$ cat src/rtl/sram_mem_controller.sv
// ---------------------------------------------------------------------------
// sram_mem_controller
//   Maps MEM-stage 32-bit loads/stores onto an external 16-bit asynchronous
//   SRAM.  Each word access is split into a low half-word phase (even SRAM
//   address) and a high half-word phase (odd SRAM address).  Each phase lasts
//   ACCESS_CYCLES clocks.  ready drops while an access is in flight so the
//   pipeline can be frozen around it.
//
// Ports
//   clk, rst            clock (rising edge), async active-high reset
//   rd_en, wr_en        load / store request (both high = store)
//   address             byte address; BASE_ADDR maps to SRAM word 0
//   write_data          store data
//   read_data           registered load result
//   ready               high = MEM stage may advance
//   sram_addr           half-word address to the SRAM
//   sram_dq_out/_in     data to / from the SRAM
//   sram_dq_oe          drive enable for sram_dq_out (pad lives at top level)
//   sram_we_n/oe_n/ce_n/ub_n/lb_n  active-low SRAM controls
//
// state | meaning
// IDLE  | waiting for a request; latches word address, data and op
// LOW   | low half-word phase, even SRAM address
// HIGH  | high half-word phase, odd SRAM address
// DONE  | one-cycle completion, ready high, pipeline advances
// ---------------------------------------------------------------------------
module sram_mem_controller #(
   parameter int BASE_ADDR     = 1024,
   parameter int ACCESS_CYCLES = 3,
   parameter int SRAM_ADDR_W   = 18
) (
   input  logic                   clk,
   input  logic                   rst,
   input  logic                   rd_en,
   input  logic                   wr_en,
   input  logic [31:0]            address,
   input  logic [31:0]            write_data,
   output logic [31:0]            read_data,
   output logic                   ready,
   output logic [SRAM_ADDR_W-1:0] sram_addr,
   output logic [15:0]            sram_dq_out,
   input  logic [15:0]            sram_dq_in,
   output logic                   sram_dq_oe,
   output logic                   sram_we_n,
   output logic                   sram_oe_n,
   output logic                   sram_ce_n,
   output logic                   sram_ub_n,
   output logic                   sram_lb_n
);

   typedef enum logic [1:0] {IDLE, LOW, HIGH, DONE} state_t;

   localparam logic [3:0] LAST_CNT = 4'(ACCESS_CYCLES - 1);

   state_t                 state_q, state_d;
   logic [3:0]             cnt_q, cnt_d;
   logic [SRAM_ADDR_W-2:0] word_q, word_d;
   logic [31:0]            wdata_q, wdata_d;
   logic                   op_q, op_d;     // 1 = write
   logic [31:0]            rdata_q, rdata_d;

   logic [31:0]            offset;
   logic                   unused_offset_bits;
   logic                   last_cycle;
   logic                   active;

   // Offsets beyond the SRAM simply wrap; only the word-address bits matter.
   assign offset             = address - 32'(BASE_ADDR);
   assign unused_offset_bits = ^{offset[31:SRAM_ADDR_W+1], offset[1:0]};

   assign last_cycle = (cnt_q == LAST_CNT);
   assign active     = (state_q == LOW) || (state_q == HIGH);

   always_ff @(posedge clk or posedge rst) begin
      if (rst) begin
         state_q <= IDLE;
         cnt_q   <= '0;
         word_q  <= '0;
         wdata_q <= '0;
         op_q    <= 1'b0;
         rdata_q <= '0;
      end else begin
         state_q <= state_d;
         cnt_q   <= cnt_d;
         word_q  <= word_d;
         wdata_q <= wdata_d;
         op_q    <= op_d;
         rdata_q <= rdata_d;
      end
   end

   always_comb begin
      state_d = state_q;
      cnt_d   = cnt_q;
      word_d  = word_q;
      wdata_d = wdata_q;
      op_d    = op_q;
      rdata_d = rdata_q;
      case (state_q)
         IDLE: begin
            if (rd_en || wr_en) begin
               word_d  = offset[SRAM_ADDR_W:2];
               wdata_d = write_data;
               op_d    = wr_en;
               cnt_d   = '0;
               state_d = LOW;
            end
         end
         LOW: begin
            if (last_cycle) begin
               cnt_d   = '0;
               state_d = HIGH;
               if (!op_q) rdata_d[15:0] = sram_dq_in;
            end else begin
               cnt_d = cnt_q + 4'd1;
            end
         end
         HIGH: begin
            if (last_cycle) begin
               cnt_d   = '0;
               state_d = DONE;
               if (!op_q) rdata_d[31:16] = sram_dq_in;
            end else begin
               cnt_d = cnt_q + 4'd1;
            end
         end
         DONE: begin
            state_d = IDLE;
         end
         default: begin
            state_d = IDLE;
         end
      endcase
   end

   assign ready     = ((state_q == IDLE) && !rd_en && !wr_en) || (state_q == DONE);
   assign read_data = rdata_q;

   always_comb begin
      sram_addr   = '0;
      sram_dq_out = '0;
      sram_dq_oe  = 1'b0;
      sram_we_n   = 1'b1;
      sram_oe_n   = 1'b1;
      sram_ce_n   = 1'b1;
      sram_ub_n   = 1'b1;
      sram_lb_n   = 1'b1;
      if (active) begin
         sram_ce_n = 1'b0;
         sram_ub_n = 1'b0;
         sram_lb_n = 1'b0;
         if (state_q == LOW) begin
            sram_addr   = {word_q, 1'b0};
            sram_dq_out = wdata_q[15:0];
         end else begin
            sram_addr   = {word_q, 1'b1};
            sram_dq_out = wdata_q[31:16];
         end
         if (op_q) begin
            sram_dq_oe = 1'b1;
            // WE rises on the last cycle of the phase so data and address
            // are still held at the rising edge.
            sram_we_n  = last_cycle;
         end else begin
            sram_oe_n = 1'b0;
         end
      end
   end

endmodule
$ cat config.mk
export PLATFORM = sky130hd
export DESIGN_NAME = sram_mem_controller
export DESIGN_NICKNAME = d
export VERILOG_FILES = /design/src/rtl/sram_mem_controller.sv
export SDC_FILE = /design/constraint.sdc
export NUM_CORES = 1
export LEC_CHECK = 0
export CAP_MARGIN = 10
export CELL_PAD_IN_SITES_DETAIL_PLACEMENT = 0
export CELL_PAD_IN_SITES_GLOBAL_PLACEMENT = 1
export CORE_UTILIZATION = 32
export DETAILED_ROUTE_END_ITERATION = 8
export GPL_TIMING_DRIVEN = 0
export PLACE_DENSITY = 0.77
export SETUP_SLACK_MARGIN = 0.02
export SLEW_MARGIN = 25
export SYNTH_ARGS = -nofsm -noshare
export SYNTH_HDL_FRONTEND = slang
export SYNTH_SLANG_ARGS = --single-unit
export TNS_END_PERCENT = 5
$ cat constraint.sdc
create_clock -name clk -period 3.8 [get_ports clk]
set_clock_uncertainty 0.05 [all_clocks]
set_input_delay 1.14 -clock clk [delete_from_list [all_inputs] [get_ports clk]]
set_output_delay 1.14 -clock clk [all_outputs]
set_load 0.05 [all_outputs]
**After elaboration in Yosys (flattened, before gate mapping)**

Index checks and enable logic that the tools add are counted.

- Register bits: 88
- Bits of input ports: 84
- Output and inout port bits: 73
- Word-level logic and storage cells: 49

- $add $sub $neg: 2
- Equality and inequality tests: 7
- Muxes and demuxes: 17
- Bitwise operators: 1
- Reductions and logical operators: 15

Operators with widths:

| operator | count |
|---|---|
| 2-to-1 mux 16 bit | 2 |
| subtractor 19 x 11 -> 19 bit, second input constant | 1 |
| 2-to-1 mux 18 bit | 1 |
| AND reduction 3 bit | 3 |
| 2-to-1 mux 4 bit | 2 |
| one-hot mux 2 bit (4 select lines) | 1 |
| one-hot mux 4 bit (2 select lines) | 1 |
| 2-to-1 mux 1 bit | 7 |
| 2-to-1 mux 2 bit | 3 |
| != test 2 bit, second input constant | 3 |
| adder 4 x 1 -> 4 bit, second input constant | 1 |
| equality test 2 bit, second input constant | 2 |
| equality test 4 x 2 -> 1 bit, second input constant | 1 |
| AND reduction 2 bit | 2 |
| logical OR 1 bit | 3 |
| equality test 2 x 1 -> 1 bit, second input constant | 1 |
| logical AND 1 bit | 2 |
| logical NOT 1 bit | 2 |
| logical NOT 2 bit | 1 |
| nonzero test 2 bit | 1 |
| OR reduction 2 bit | 1 |
| NOT 1 bit | 1 |

**Logic depth before layout (Yosys ltp)**

- Depth after elaboration: 4
- Depth in mapped cells: 7

**Least setup slack after synthesis**

No wires, ideal clock.

- Path type: reg2out
- Start point: reg state_q[0]
- End point: out sram_dq_out[10]
- Arrival: 2.245 ns
- Setup slack: 0.365 ns
- Stages on the path, launching flop included: 6
- Buffers on the path: 1
- Path through: dfrtp_1 > inv_1 > ha_1 > clkinv_1 > clkbuf_1 > nor2_1

- Cells in the longest elaborated chain, start to end: 3
- Elaborated cells between the ends (all ways): 5

RTL lines:

| element | line | text |
|---|---|---|
| start: declaration | 55 | `state_t state_q, state_d;` |
| start signal: assignment | 83 | `state_q <= state_d;` |
| equality test 2 x 1 -> 1 bit or equality test 2 bit (tied branches) | 72, 152 |  |
| 2-to-1 mux 16 bit or logical OR 1 bit (tied branches) | 152, 72 |  |
| 2-to-1 mux 16 bit * | 148 | `if (active) begin` |
| end: declaration | 41 | `output logic [15:0] sram_dq_out,` |

Every way passes the cells marked *; elsewhere a longest branch is shown, timed or not.

**Final worst setup path**

- Start point: in wr_en
- End point: out ready

- Cells in the longest elaborated chain, start to end: 3

RTL lines:

| element | line | text |
|---|---|---|
| start: declaration | 35 | `input logic wr_en,` |
| logical NOT 1 bit | 136 | `assign ready = ((state_q == IDLE) && !rd_en && !wr_en) \|\| (state_q == DONE);` |
| logical AND 1 bit | 136 |  |
| logical OR 1 bit | 136 |  |
| end: declaration | 39 | `output logic ready,` |

Every way passes these cells.

==> metrics.md <==
| Metric | Value |
|---|---|
| Run status | `finished clean` |
| Fin crit share | `96.5%` |
| Die area | `12,900 um2` |
| Syn. warnings | `0` |
| Ys async rst share | `100%` |
| Minimum clock period | `3.67 ns` |
| Clk sink count | `88` |
| Cell Area, Synth | `3970 um2` |
| Via count | `3,204` |
| Port Buffer Count | `141` |
| Layout Nets | `636` |
| Required time of the critical path | `approximately 2.6 ns` |
| Site Rows | `40` |
| CTS buffer count | `9` |
| Post-synth top cells | `nand2_1, dfrtp_1, mux2_2` |
| Cells after DPL | `702` |
| Finished Layout Cells | `718` |
| Dpl hpwl | `7.29 mm` |
| Largest net degree at the start of global routing | `63` |
| Synthesized net count | `483` |
| Fin. max-slew vios | `0` |
| Core Footprint | `around 12,000 um2` |
| Post-Syn Instances | `392` |
| Num ports | `157` |
| Post-synth top area share | `55.4%` |
| Vias per cell | `4.46` |
| Share of cells above drive strength 1 | `13.3%` |
| Initial Util | `32.9%` |
| Max cap viols | `0` |
| Most common cell in the synthesized netlist | `nand2_1` |
| Initial antenna violation count | `0` |
| Final setup viols | `0` |
| Hold Path Class | `reg2reg` |
| Nature of the critical path startpoint | `input pin` |
| Initial drt markers | `between 100 and 150` |
| Avg Inst Size Synth | `10.1 um2` |
| RSZ-0062 raised after global routing | `false` |
| Global-route wire length before repair | `16.2 mm` |
| Critical path type | `in2out` |
| Drt pass-1 iters | `7` |
| CTS clk-pin slew, worst paths | `0.07 ns` |
| Max-Slew Margin vs Limit | `between 60% and 70%` |
| Routability-driven placement congestion ratio | `between 0.7 and 0.8` |
| Synth unique cells | `36` |
| Clk Latency, worst-skew pair | `0.34 ns` |
| CTS tree | `done` |
| Detailed-route wire length | `9.89 mm` |
| Overall routing resource usage | `between 10% and 20%` |
| Worst reg-to-reg path cell count | `7` |
| Critical Path End | `ready` |
| Synth area leaders | `dfrtp_1, nand2_1, mux2_2, mux2i_1, and2_1` |
| Routed wire per std cell | `13.8 um` |
| Slew @ Worst Pin | `0.567 ns` |
| Largest area contributor in the netlist | `dfrtp_1` |
| Fmax | `273 MHz` |
| Critical Path Start | `wr_en` |
| Die X | `113 um` |
| Diodes inserted | `0` |
| FF-to-FF Start | `state_q[0]` |
| Reg2Reg Setup Slack | `1.73 ns` |
| H-tree Lvls | `3` |
| Crit end category | `output pin` |
| Number of synthesized flops with an enable pin | `0` |
| Layout area overhead | `49.3%` |
| Remaining global-route overflow | `0` |
| Vias in the first global route | `approximately 3,300` |
| Worst EP arrival | `around 2.5 ns` |
| Detail Route Antenna Nets | `0` |
| Seq cells post-synth | `88` |
| Vert. Die Dim | `around 110 um` |
| Sequential area share after synthesis | `55.4%` |
| Root Driver | `clkbuf_16` |
| Synth Flop Type | `dfrtp_1` |
| Hold buffers post-CTS | `0` |
| Reg2Reg Capture Point | `wdata_q[26]` |
| Crit path max fanout | `5` |
| Clock buffer depth | `2` |
| Drt drc | `0` |
| Final Hold Violating Endpoints | `0` |
==> layer usage <==
layer	part of all wire (%)	vias to the layer above	global-route usage, %
li1	-	1594	-
met1	47	1478	21.0
met2	46	120	26.7
met3	5.3	12	2.76
met4	1.5	0	6.84
met5	0	-	0
==> cells in the final DEF, fill, tap and decap left out, types with 2 or more instances in the layout <==
master,netlist,routed
clkdlybuf4s50_1,0,105
clkinvlp_4,0,2
clkbuf_1,12,11
nand2b_1,6,6
or3b_2,2,2
or3_1,2,2
nor3b_1,2,2
clkbuf_2,0,2
mux2i_1,17,17
dlygate4sd2_1,0,18
dfrtp_1,88,88
nand3_1,4,4
o21ai_0,9,9
mux2_2,32,32
inv_8,0,2
buf_4,2,4
buf_2,6,7
dlymetal6s2s_1,0,12
or2_2,2,2
clkbuf_16,0,9
inv_6,0,3
nand2_1,128,128
ha_1,7,7
nor2_1,22,22
a31oi_1,5,5
o31ai_1,2,2
clkdlybuf4s15_1,0,2
nand2_2,2,2
or4_1,3,3
inv_1,6,5
and2_1,19,19
==> worst max-delay path, stage by stage <==
cell	delay, ns
clkdlybuf4s50_1	0.48
or3b_2	0.50
nand2b_1	0.09
buf_2	0.26
==> sequential cells by signal (all words and copies together) (netlist names) <==
name and count:
word_q 17, wdata_q 32, state_q 2, cnt_q 4, op_q 1, read_data 32
==> area by class of cell <==
| type | count | area, um2 |
|---|---|---|
| tap | 168 | 210 |
| timing repair buffer | 142 | 1430 |
| buffer | 20 | 91.3 |
| clock inverter | 7 | 85.1 |
| clock buffer | 9 | 225 |
| multi-input combinational | 277 | 1650 |
| fill | 1144 | 6130 |
| sequential | 88 | 2200 |
| inverter | 7 | 32.5 |
==> repair_timing <==
action                     in CTS  in global routing
setup buffers                   0                  0
setup endpoints to repair      29                 16
gates resized for setup        28                 18
==> worst min-delay path by stage <==
stage | startpoint | end | slack [ns] | cells past startpoint
6_report | word_q[0] | word_q[0] | 0.42 | 2
5_1_grt | wdata_q[31] | wdata_q[31] | 0.44 | 2
4_1_cts | word_q[0] | word_q[0] | 0.42 | 2
3_5_place_dp | word_q[0] | word_q[0] | 0.41 | 2
3_3_place_gp | word_q[1] | word_q[1] | 0.40 | 2
2_1_floorplan | word_q[5] | word_q[5] | 0.39 | 2
==> cell families after synthesis <==
logic type | Yosys count | synth area share [%]
simple gates | 196 | 22.0
flops | 88 | 55.4
xor+xnor | 1 | 0.221
buf+inv | 27 | 2.93
mux | 49 | 13.4
fa+ha+maj | 7 | 2.20
compound gates | 24 | 3.91
==> stage by stage <==
| step | hold slack [ns] | cell area, um2 | TNS [ns] | util [%] | worst slack [ns] |
|---|---|---|---|---|---|
| 3_5_place_dp | 0.405 | 5630 | -0.424 | 46.6 | -0.416 |
| 4_1_cts | 0.423 | 5910 | 0 | 49.0 | 0.0202 |
| 2_1_floorplan | 0.387 | 3970 | 0 | - | 0.331 |
| 5_1_grt | 0.444 | 5930 | 0 | 49.2 | 0.0256 |
| 6_report | 0.422 | 5930 | 0 | 49.2 | 0.134 |
| 3_3_place_gp | 0.403 | 5590 | -90.91 | 46.4 | -1.03 |
Power is not shown: default switching activity piles up to over one toggle a cycle in this logic, so the estimate is an artifact.
